===== src/rtl/lib_pipe_pkg.sv =====
// Shared types for the ready/valid retiming pipe.
package lib_pipe_pkg;

  // Occupancy state of a single skid slice.
  typedef enum logic [1:0] {
    EMPTY = 2'd0,
    ONE   = 2'd1,
    TWO   = 2'd2
  } slice_state_t;

endpackage


===== src/rtl/lib_skid_slice.sv =====
// One fully registered ready/valid slice with a main and a skid register.
//
// state | meaning
// ------+-----------------------------------------------------------
// EMPTY | nothing held; out_vld=0, in_rdy=1
// ONE   | main holds the output beat; out_vld=1, in_rdy=1
// TWO   | main holds the output beat, skid holds the next; in_rdy=0
//
// in_rdy is a flop loaded from the next state, so out_rdy_i never reaches
// in_rdy_o combinationally. The skid register catches the one beat that
// arrives in the cycle when downstream stalls while in_rdy is still high.
module lib_skid_slice
  import lib_pipe_pkg::*;
#(
  parameter int WIDTH = 8
) (
  input  logic             clk,
  input  logic             rst,
  input  logic             in_vld_i,
  input  logic [WIDTH-1:0] in_data_i,
  output logic             in_rdy_o,
  output logic             out_vld_o,
  output logic [WIDTH-1:0] out_data_o,
  input  logic             out_rdy_i
);

  slice_state_t     state_q, state_d;
  logic             vld_q;
  logic             rdy_q;
  logic [WIDTH-1:0] main_q;
  logic [WIDTH-1:0] skid_q;

  logic in_xfer;
  logic load_main;
  logic load_skid;
  logic main_from_skid;

  // Accept only while our registered ready is high; this also masks the
  // first cycle after reset, when ready is still low.
  assign in_xfer = in_vld_i & rdy_q;

  // State, valid and ready flops; valid and ready are decoded from next state.
  always_ff @(posedge clk) begin
    if (rst) begin
      state_q <= EMPTY;
      vld_q   <= 1'b0;
      rdy_q   <= 1'b0;
    end else begin
      state_q <= state_d;
      vld_q   <= (state_d != EMPTY);
      rdy_q   <= (state_d != TWO);
    end
  end

  // Next-state decode from the input and output handshakes.
  always_comb begin
    state_d = state_q;
    unique case (state_q)
      EMPTY: begin
        if (in_xfer) state_d = ONE;
      end
      ONE: begin
        if (in_xfer && !out_rdy_i)      state_d = TWO;
        else if (!in_xfer && out_rdy_i) state_d = EMPTY;
      end
      TWO: begin
        if (out_rdy_i) state_d = ONE;
      end
      default: state_d = EMPTY;
    endcase
  end

  // Datapath load enables for the main and skid registers.
  always_comb begin
    load_main      = 1'b0;
    load_skid      = 1'b0;
    main_from_skid = 1'b0;
    unique case (state_q)
      EMPTY: begin
        load_main = in_xfer;
      end
      ONE: begin
        load_main = in_xfer & out_rdy_i;
        load_skid = in_xfer & ~out_rdy_i;
      end
      TWO: begin
        load_main      = out_rdy_i;
        main_from_skid = 1'b1;
      end
      default: begin
        load_main = 1'b0;
      end
    endcase
  end

  // Data registers carry no reset; validity is tracked by the state flops.
  always_ff @(posedge clk) begin
    if (load_main) main_q <= main_from_skid ? skid_q : in_data_i;
    if (load_skid) skid_q <= in_data_i;
  end

  assign in_rdy_o   = rdy_q;
  assign out_vld_o  = vld_q;
  assign out_data_o = main_q;

endmodule


===== src/rtl/lib_pipe_rdy.sv =====
// Ready/valid retiming pipe: DEPTH skid slices in series plus an occupancy
// counter. Both valid and ready are registered in every slice.
module lib_pipe_rdy #(
  parameter int WIDTH = 8,
  parameter int DEPTH = 2,
  parameter int LVL_W = $clog2(2*DEPTH+1)
) (
  input  logic             clk,
  input  logic             rst,
  input  logic             s_vld_i,
  input  logic [WIDTH-1:0] s_data_i,
  output logic             s_rdy_o,
  output logic             m_vld_o,
  output logic [WIDTH-1:0] m_data_o,
  input  logic             m_rdy_i,
  output logic [LVL_W-1:0] level_o
);

  if (DEPTH < 1) begin : g_depth_chk
    $fatal(1, "lib_pipe_rdy: DEPTH must be at least 1");
  end

  // Link k sits between slice k-1 and slice k; link 0 is the s-side port,
  // link DEPTH the m-side port.
  wire [DEPTH:0]   vld_w;
  wire [DEPTH:0]   rdy_w;
  wire [WIDTH-1:0] data_w [DEPTH+1];

  assign vld_w[0]     = s_vld_i;
  assign data_w[0]    = s_data_i;
  assign rdy_w[DEPTH] = m_rdy_i;

  for (genvar k = 0; k < DEPTH; k++) begin : g_slice
    lib_skid_slice #(
      .WIDTH (WIDTH)
    ) u_slice (
      .clk        (clk),
      .rst        (rst),
      .in_vld_i   (vld_w[k]),
      .in_data_i  (data_w[k]),
      .in_rdy_o   (rdy_w[k]),
      .out_vld_o  (vld_w[k+1]),
      .out_data_o (data_w[k+1]),
      .out_rdy_i  (rdy_w[k+1])
    );
  end

  assign s_rdy_o  = rdy_w[0];
  assign m_vld_o  = vld_w[DEPTH];
  assign m_data_o = data_w[DEPTH];

  logic             s_xfer;
  logic             m_xfer;
  logic [LVL_W-1:0] lvl_q, lvl_d;

  assign s_xfer = s_vld_i & s_rdy_o;
  assign m_xfer = m_vld_o & m_rdy_i;

  // Occupancy moves by one per unmatched transfer at either end.
  always_comb begin
    lvl_d = lvl_q;
    if (s_xfer && !m_xfer)      lvl_d = lvl_q + LVL_W'(1);
    else if (!s_xfer && m_xfer) lvl_d = lvl_q - LVL_W'(1);
  end

  // Occupancy register; reset discards everything held.
  always_ff @(posedge clk) begin
    if (rst) lvl_q <= '0;
    else     lvl_q <= lvl_d;
  end

  assign level_o = lvl_q;

endmodule


===== config.mk =====
export PLATFORM = sky130hd
export DESIGN_NAME = lib_pipe_rdy
export DESIGN_NICKNAME = d
export VERILOG_FILES = /design/src/rtl/lib_pipe_pkg.sv /design/src/rtl/lib_skid_slice.sv /design/src/rtl/lib_pipe_rdy.sv
export SDC_FILE = /design/constraint.sdc
export NUM_CORES = 1
export LEC_CHECK = 0
export ABC_AREA = 1
export BUFFER_PORTS_ARGS = -buffer_cell sky130_fd_sc_hd__buf_4
export CAP_MARGIN = 20
export CORE_ASPECT_RATIO = 0.9
export CORE_MARGIN = 2
export CORE_UTILIZATION = 25
export DETAILED_ROUTE_END_ITERATION = 6
export SLEW_MARGIN = 20
export SYNTH_ARGS = -nofsm -noshare
export SYNTH_HDL_FRONTEND = slang
export SYNTH_SLANG_ARGS = --single-unit

===== constraint.sdc =====
create_clock -name clk -period 3.3 [get_ports clk]
set_input_delay 0.495 -clock clk [delete_from_list [all_inputs] [get_ports clk]]
set_output_delay 0.495 -clock clk [all_outputs]
set_load 0.01 [all_outputs]

-- Yosys cells after proc, flatten, opt, wreduce, memory -nomap -nowiden
Cells that the tools add are included.
- bits in registers: 43
- bits of input ports: 12
- output and inout port bits: 13
- logic and storage cells: 64
- add/sub/neg operators: 2
- equal/unequal tests: 6
- multiplexer cells: 20
- bitwise logic cells: 9
- reductions and logical operators: 16
- operator list (cell ; number):
    $mux W2 ; 8
    $mux W8 ; 2
    $pmux W2 S3 ; 2
    $and A1 B1 Y1 ; 7
    $logic_and A1 B1 Y1 ; 6
    $mux W3 ; 2
    $pmux W1 S3 ; 2
    $reduce_bool A2 Y1 ; 3
    $logic_not A1 Y1 ; 5
    $eq A2 B1 Y1 const B ; 2
    $eq A2 B2 Y1 const B ; 2
    $logic_not A2 Y1 ; 2
    $mux W1 ; 4
    $ne A2 B2 Y1 const B ; 2
    $add A3 B1 Y3 const B ; 1
    $sub A3 B1 Y3 const B ; 1
    $not A1 Y1 ; 2

-- Depth between registers and ports, before layout
Gate-level depths: netlist (run 1).
- depth after elaboration: 7
- gate-level depth with buffers: 11
- gate-level depth less buffers: 11

-- Modules after synthesis
A second synthesis (run 1) with hierarchy kept.
- cells, all modules: 124
- area, all modules: 1687.9 sq um
- modules (own cells, without submodules) (module ; times used ; cells an instance ; area each (sq um) ; seq. area each (sq um)):
    lib_skid_slice ; 2 ; 49 ; 752.0 ; 560.5
    lib_pipe_rdy ; 1 ; 26 ; 183.9 ; 60.1

-- Worst setup path before layout (run 1)
Ideal clock, no wire load.
- kind: input-to-reg
- start: input s_vld_i
- end: register lvl_q[2], in the netlist level_o[2]
- setup time: 0.110 ns
- arrival: 1.502 ns
- required time: 3.190 ns
- slack: 1.688 ns
- cell stages on the path: 11
- path buffers: 0
- path through: nand2_1 inv_1 ha_1 inv_1 fa_1 inv_1 nand2_1 nand3_1 nand2_1 inv_1 nor2_1
- longest elaborated chain between the ends: 4
- elaborated cells between the ends (all ways): 6
- RTL lines (element ; RTL line ; RTL):
    from (decl) ; lib_pipe_rdy.sv:10 ; input logic s_vld_i,
    $and A1 B1 Y1 (*) ; lib_pipe_rdy.sv:56 ; assign s_xfer = s_vld_i & s_rdy_o;
    $logic_not A1 Y1 ; lib_pipe_rdy.sv:63 ; else if (!s_xfer && m_xfer) lvl_d = lvl_q - LVL_W'(1);
    $logic_and A1 B1 Y1 ; lib_pipe_rdy.sv:63 ;
    $reduce_bool A2 Y1 (no source line) ; -- ;
    to (signal assigned) ; lib_pipe_rdy.sv:69 ; else lvl_q <= lvl_d;
    to (decl) ; lib_pipe_rdy.sv:54 ; logic [LVL_W-1:0] lvl_q, lvl_d;
Every way passes the cells marked *; elsewhere a longest branch is shown, timed or not.
A chain may end at the register's enable or synchronous reset.

-- Worst setup path in the final report (run 1)
- start: register g_slice[1].u_slice.state_q[1]
- end: register g_slice[1].u_slice.main_q[0] (enable)
- longest elaborated chain between the ends: 2
- elaborated cells between the ends (all ways): 4
- RTL lines (element ; RTL line ; RTL):
    from (decl) ; lib_skid_slice.sv:27 ; slice_state_t state_q, state_d;
    from (signal assigned) ; lib_skid_slice.sv:49 ; state_q <= state_d;
    $eq A2 B2 Y1, or another cell as far along ; lib_skid_slice.sv:78 ; unique case (state_q)
    $pmux W1 S3 (*) ; lib_skid_slice.sv:78 ;
    named net g_slice[1].u_slice.load_main ; lib_skid_slice.sv:34 ; logic load_main;
    to (signal assigned) ; lib_skid_slice.sv:98 ; if (load_main) main_q <= main_from_skid ? skid_q : in_data_i;
    to (decl) ; lib_skid_slice.sv:30 ; logic [WIDTH-1:0] main_q;
Mark *: on every way through the listed nets, which the timed path passes. The rest lies on a longest branch.

==> results of run 1 <==
## final cells by class
class,count,area (um2),share of cell area
Clock buffer,6,72.57,0.03469
Sequential cell,43,1181,0.5646
Tap cell,93,116.4,0.05562
Multi-Input combinational cell,102,450.4,0.2153
Clock inverter,2,12.51,0.005981
Timing Repair Buffer,24,180.2,0.08612
Inverter,21,78.83,0.03768
## routing by layer
metal | wire (um) | vias to the layer above | GRT usage
li1 | - | 583 | -
met1 | 1190 | 475 | 0.08362
met2 | 1132 | 20 | 0.1188
met3 | 86 | 4 | 0.02439
met4 | 50 | 0 | 0.03610
met5 | 0 | - | 0
## registers in the layout (all words and copies together) (netlist names)
signal / count
g_slice.u_slice.out_data_o: 16
g_slice.u_slice.skid_q: 16
g_slice.u_slice.state_q: 4
level_o: 3
g_slice.u_slice.in_rdy_o: 2
g_slice.u_slice.out_vld_o: 2
## cells by family after synthesis
| group | count (synthesis) |
|---|---|
| and+or+nand+nor | 96 |
| DFF | 43 |
| buffers and inverters | 29 |
| AOI/OAI and AO/OA | 3 |
| adders and majority gates | 2 |
| xor gates and xnor gates | 1 |
## synthesized netlist by cell type
cell type,instances,area [um2]
nand2_1,74,277.8
edfxtp_1,32,960.9
inv_1,16,60.06
nor2_1,12,45.04
dfxtp_1,11,220.2
buf_4,8,60.06
inv_2,5,18.77
nand3_1,4,20.02
nor2_4,2,22.52
o21ai_1,2,10.01
fa_1,1,20.02
ha_1,1,12.51
nand2_2,1,6.260
nand3_2,1,10.01
nand4_1,1,6.260
nor2_2,1,6.260
o21ai_0,1,5.000
xor2_1,1,8.760
## stage by stage
stage / hold WS, ns / setup WS, ns / total power (W) / cells / cell area, um2
final: 0.3995 / 1.666 / 0.0009965 / 291 / 2092
after global routing: 0.3833 / 1.476 / 0.001043 / 291 / 2092
after CTS: 0.3912 / 1.622 / 0.001010 / 291 / 2092
after detailed placement: 0.4463 / 1.497 / 0.0006986 / 283 / 2007
after global placement: 0.4446 / 1.573 / 0.0006963 / 283 / 2007
after floorplan: 0.4268 / 1.688 / 0.0006669 / 174 / 1770
## worst paths after layout
check / start / end / slack, ns / cells past startpoint
max: g_slice[1].u_slice.state_q[1] / g_slice[1].u_slice.out_data_o[0] / 1.67 / 4
min: s_data_i[5] / g_slice[0].u_slice.skid_q[5] / 0.40 / 1
max reg2reg: g_slice[1].u_slice.state_q[1] / g_slice[1].u_slice.out_data_o[0] / 1.67 / 4
min reg2reg: g_slice[0].u_slice.out_data_o[0] / g_slice[1].u_slice.skid_q[0] / 0.46 / 0
## power breakdown
| group | internal (W) | switching, W | total [W] | leakage (nW) |
|---|---|---|---|---|
| combinational | 0.0000339 | 0.0000400 | 0.0000739 | 0.505 |
| sequential | 0.000599 | 0.0000111 | 0.000611 | 0.382 |
| clock | 0.000148 | 0.000164 | 0.000312 | 0.0412 |
| total | 0.000781 | 0.000215 | 0.000997 | 0.928 |
## cell usage in the layout (no fill, tap or decap), drive strengths merged, types with 3 or more instances in the layout
cell    count
edfxtp     32
inv        21
nor2       15
dfxtp      11
o21ai       3
nand2      75
nand3       5
buf        24
clkbuf      6
==> flow_metrics.py, run 1 <==
metrics = {
    "run_status": {
        "status": "complete, no violations",
    },
    "clocking": {
        "cts.sink_count": 43,
        "root_buffer": "clkbuf_8",
        "tritoncts": "built",
        "path_clk_slew_ns": 0.08,
        "numCtsBuffers": 5,
        "cts_buffer_depth": 2,
        "clk-insertion-delay-late_ns": 0.28,
        "post_cts_resized": 0,
        "hold_buffers": 0,
        "h-tree-depth": 2,
        "cts_setup_buffers": 0,
    },
    "place": {
        "dp_hpwl_um": 1912,
        "io_buffers": 24,
        "finalWeightedCongestion": 0.7997,
    },
    "timing": {
        "rsz0062_at_grt": "no",
        "setup_viol_count_final": 0,
        "fmax_ghz": 0.6119,
        "tightest_slew_ns": 0.6199,
        "period_needed_ns": 1.634,
        "setup_tns_ns": 0,
        "drv_slew": 0,
        "finClkSkew_ns": 0.004888,
        "fin_crit_sh": 0.4952,
        "finalHoldViolations": 0,
        "slew_headroom": 0.5840,
    },
    "detailed_routing": {
        "vias": 1082,
        "drc": 0,
        "antenna_left": 0,
        "firstDrtPassIters": 4,
        "vias_per_cell": 3.718,
        "totalWireLength_um": 2458,
        "drtIter0Drc": 29,
        "wl_per_cell_um": 8.447,
    },
    "floorplan": {
        "coreArea_um2": 6967,
        "die-width_um": 92.71,
        "die_y_um": 83.84,
        "die-area_um2": 7772,
        "start_util": 0.2541,
        "num_rows": 29,
        "ios": 25,
    },
    "critical_path": {
        "slowest_stage": "o21ai_1",
        "worst_setup_path_start_kind": "flop",
        "crit_path_max_fanout": 10,
        "worst_ep_arrival_time_ns": 1.56,
        "crit_required_ns": 3.22,
        "cp.buffers_inverters": 2,
        "path_cells": "inv_1 > nor2_4 > inv_2 > o21ai_1",
        "crit_family": "compound AO/OA/AOI/OAI gates",
        "crit_type": "flop to flop",
        "end_kind": "flop",
        "max_stage_delay_ns": 0.52,
    },
    "synthesis": {
        "ys_warn_count": 0,
        "synth_fp_nets": 188,
        "synth_top_family_by_area": "simple AND/OR/NAND/NOR gates",
        "synthCells": 174,
        "muxShareOfSynthArea": 0,
        "synth_seq_area_share": 0.6671,
        "synth_fa_ha_area_frac": 0.01837,
        "synth_compound_area_frac": 0.008481,
        "syn_area_um2": 1770,
        "yosys.area_share.simple": 0.2226,
        "avgSynthCellArea_um2": 10.17,
        "synth_xor_area_frac": 0.004947,
        "ys_ff_latch": 43,
        "synth_cell_types": 18,
    },
    "final_layout": {
        "final_util": 0.3003,
        "fillCellCount": 739,
        "final_nets": 211,
        "num_antenna_cells": 0,
        "area.growth.synth_to_final_pct": 18.16,
        "drive_above_1_share": 0.2071,
    },
    "global_route": {
        "grt_max_degree": 14,
        "grt_pass1_vias": 1078,
        "grt_use_total": 0.07214,
        "overflow": 0,
        "grt_pass1_wl_um": 4505,
        "antenna_found_initial": 0,
    },
    "min_path": {
        "min_path_type": "input pin to flop",
    },
    "power": {
        "leakagePower_nw": 0.9284,
        "peakVddDrop_uv": 200.9,
        "p_per_area_nw_per_um2": 476.4,
    },
    "run": {
        "drv_cap": 0,
    },
}
(Power assumes the default switching activity.)
==> run 2, diff against run 1 <==
--- a/config.mk
+++ b/config.mk
@@ -5,7 +5,7 @@
 export SDC_FILE = /design/constraint.sdc
 export NUM_CORES = 1
 export LEC_CHECK = 0
-export ABC_AREA = 1
+export ABC_AREA = 0
 export BUFFER_PORTS_ARGS = -buffer_cell sky130_fd_sc_hd__buf_4
 export CAP_MARGIN = 20
 export CORE_ASPECT_RATIO = 0.9
==> constraint.sdc (replaced) <==
create_clock -name clk -period 1.7 [get_ports clk]
set_input_delay 0.255 -clock clk [delete_from_list [all_inputs] [get_ports clk]]
set_output_delay 0.255 -clock clk [all_outputs]
set_load 0.01 [all_outputs]
==> run 2 against run 1 <==
Against the previous run: via count is 0.65% higher; worst hold slack worse by 0.26 ns; clock power grew to 2.6 times the previous value; cell count is 5.5% lower; clock-buffer cell count is 1 lower.
==> flow_metrics.py, run 2 <==
metrics = {
    "run": {
        "drv_cap": 0,
    },
    "timing": {
        "fmax_ghz": 0.6194,
        "period_needed_ns": 1.615,
        "finClkSkew_ns": 0.006483,
        "tightest_slew_ns": 0.6726,
        "rsz0062_at_grt": "no",
        "fin_crit_sh": 0.9498,
        "finalHoldViolations": 0,
        "drv_slew": 0,
        "setup_tns_ns": 0,
        "slew_headroom": 0.5489,
        "setup_viol_count_final": 0,
    },
    "global_route": {
        "antenna_found_initial": 0,
        "grt_use_total": 0.08231,
        "grt_max_degree": 16,
        "grt_pass1_vias": 1063,
        "grt_pass1_wl_um": 4995,
        "overflow": 0,
    },
    "final_layout": {
        "area.growth.synth_to_final_pct": 24.66,
        "fillCellCount": 730,
        "layoutNonFillerInstCount": 275,
        "layout_common_cells": "50 x nand2_1, 36 x buf_4, 32 x edfxtp_1",
        "multi_input_area_um2": 515.5,
        "seq_area_um2": 1182,
        "final_nets": 195,
        "final_common_cell": "nand2_1",
        "num_antenna_cells": 0,
        "drive_above_1_share": 0.2967,
    },
    "critical_path": {
        "crit_type": "flop to flop",
        "worst-r2r-cell-count": 8,
        "slowest_stage": "dfxtp_2",
        "max_stage_delay_ns": 0.34,
        "rr_startpoint": "g_slice[0].u_slice.in_rdy_o",
        "path_cells": "nand2_2 > inv_2 > ha_4 > inv_1 > fa_2 > xor2_1 > or3_1 > a21oi_1",
        "worst_ep_arrival_time_ns": 1.84,
        "end_kind": "flop",
        "cp.buffers_inverters": 2,
        "crit_required_ns": 1.93,
        "worst_setup_path_start_kind": "flop",
        "regToRegSetupSlack_ns": 0.09,
        "crit_family": "adder cells",
        "r2r-end": "level_o[2]",
        "crit_path_max_fanout": 2,
    },
    "floorplan": {
        "start_util": 0.2541,
        "die-width_um": 92.71,
        "num_rows": 29,
        "coreArea_um2": 6967,
        "die_y_um": 83.84,
        "die-area_um2": 7772,
        "ios": 25,
    },
    "place": {
        "dp.cells": 266,
        "io_buffers": 24,
        "finalWeightedCongestion": 0.6758,
        "dp_hpwl_um": 2142,
    },
    "clocking": {
        "clk-insertion-delay-late_ns": 0.30,
        "tritoncts": "built",
        "numCtsBuffers": 5,
        "cts_buffer_depth": 2,
        "path_clk_slew_ns": 0.09,
        "hold_buffers": 0,
        "h-tree-depth": 2,
        "root_buffer": "clkbuf_8",
        "cts.sink_count": 43,
    },
    "detailed_routing": {
        "totalWireLength_um": 2958,
        "antenna_left": 0,
        "drc": 0,
        "wl_per_cell_um": 10.76,
        "vias_per_cell": 3.960,
        "drtIter0Drc": 62,
        "firstDrtPassIters": 4,
        "vias": 1089,
    },
    "synthesis": {
        "synth.most_common_cell": "nand2_1",
        "synth_common_cells": "51 x nand2_1, 32 x edfxtp_1, 11 x dfxtp_1",
        "avgSynthCellArea_um2": 11.72,
        "ys_warn_count": 0,
        "yosys.area.top_type": "edfxtp_1",
        "ys_ff_latch": 43,
        "synth.top_cell.area_share": 0.5428,
        "synthCells": 151,
        "synth_edf_count": 32,
        "syn_area_um2": 1770,
        "ys.flop_type": "edfxtp_1",
        "synth.area.top_cells": "edfxtp_1 54%, dfxtp_1 12%, nand2_1 11%",
        "synth_seq_area_share": 0.6671,
        "synth_cell_types": 23,
        "synth_fp_nets": 165,
        "synthArstFlopShare": 0,
    },
    "power": {
        "peakVddDrop_uv": 578.9,
        "p_per_area_nw_per_um2": 998.5,
        "power.total_w": 0.002204,
        "leakagePower_nw": 0.8905,
    },
    "min_path": {
        "min_path_type": "input pin to flop",
        "hold_end": "g_slice[0].u_slice.skid_q[5]",
        "min_path_cells": 1,
        "min_from": "s_data_i[5]",
    },
    "run_status": {
        "status": "complete, no violations",
    },
}
==> run 2: changes by cell type after synthesis, moves of 5 or more <==
cell     previous run  this run
nor2_1             12         6
nor3_1              0         6
a21oi_1             0         5
inv_2               5         0
inv_1              16         2
nand2_1            74        51
==> run 2: layer usage <==
metal	vias to the layer above	part of all wire	track usage
met5	-	0	0
met4	0	0.012	0.03610
met3	4	0.048	0.02800
met2	29	0.45	0.1214
met1	490	0.49	0.1098
li1	566	-	-
==> run 2: worst max-delay path by stage <==
stage / start / end / slack [ns] / cells past startpoint
4_1_cts: g_slice[0].u_slice.in_rdy_o / level_o[2] / 0.02 / 8
2_1_floorplan: g_slice[0].u_slice.in_rdy_o / level_o[2] / 0.04 / 8
6_report: g_slice[0].u_slice.in_rdy_o / level_o[2] / 0.09 / 8
5_1_grt: g_slice[0].u_slice.in_rdy_o / level_o[2] / 0.02 / 8
3_3_place_gp: m_rdy_i / level_o[2] / 0.06 / 8
3_5_place_dp: m_rdy_i / level_o[2] / 0.04 / 8
==> run 2: stage by stage <==
step / utilization / hold WS [ns] / instance area, um2 / setup slack, ns
6_report: 0.3168 / 0.1369 / 2207 / 0.08541
5_1_grt: 0.3168 / 0.1213 / 2207 / 0.01521
4_1_cts: 0.3136 / 0.1202 / 2185 / 0.01787
3_5_place_dp: 0.2971 / 0.4380 / 2069 / 0.03951
3_3_place_gp: 0.2971 / 0.4328 / 2069 / 0.06140
2_1_floorplan: - / 0.3343 / 1779 / 0.03550
==> run 2: kinds of logic after synthesis <==
kind of cell | Yosys count | share of synthesized area
AOI/OAI and AO/OA | 14 | 0.06077
xor gates and xnor gates | 2 | 0.009896
DFF | 43 | 0.6671
buffers and inverters | 15 | 0.05442
muxes | 3 | 0.01696
and+or+nand+nor | 72 | 0.1724
adders and majority gates | 2 | 0.01837
==> run 2: power breakdown <==
group	switching (W)	leakage (nW)	internal (W)
Combinational	0.0000949	0.452	0.000101
Clock	0.000360	0.0548	0.000442
Sequential	0.0000264	0.383	0.00118
Total	0.000481	0.891	0.00172
==> run 2: layout make-up <==
cell class	instances	area share
clock buffer	5	0.03118
clock inverter	3	0.02098
inverter	2	0.003401
multi-input combinational	93	0.2336
sequential	43	0.5357
tap	93	0.05272
timing repair buffer	36	0.1224
==> run 2: what timing repair did <==
action                     CTS  global route
gates resized for setup      0             2
setup endpoints to repair    0             1
setup buffers                0             1
==> run 2: worst reg2reg max path: cells and delay by family, from the launching register on <==
family / cells / cell delay, ns
buffers and inverters: 2 / 0.10
AO/OA/AOI/OAI: 1 / 0.13
adder cells (fa/ha/maj): 2 / 0.47
AND/OR/NAND/NOR: 2 / 0.36
flip-flops: 1 / 0.34
XOR/XNOR: 1 / 0.15
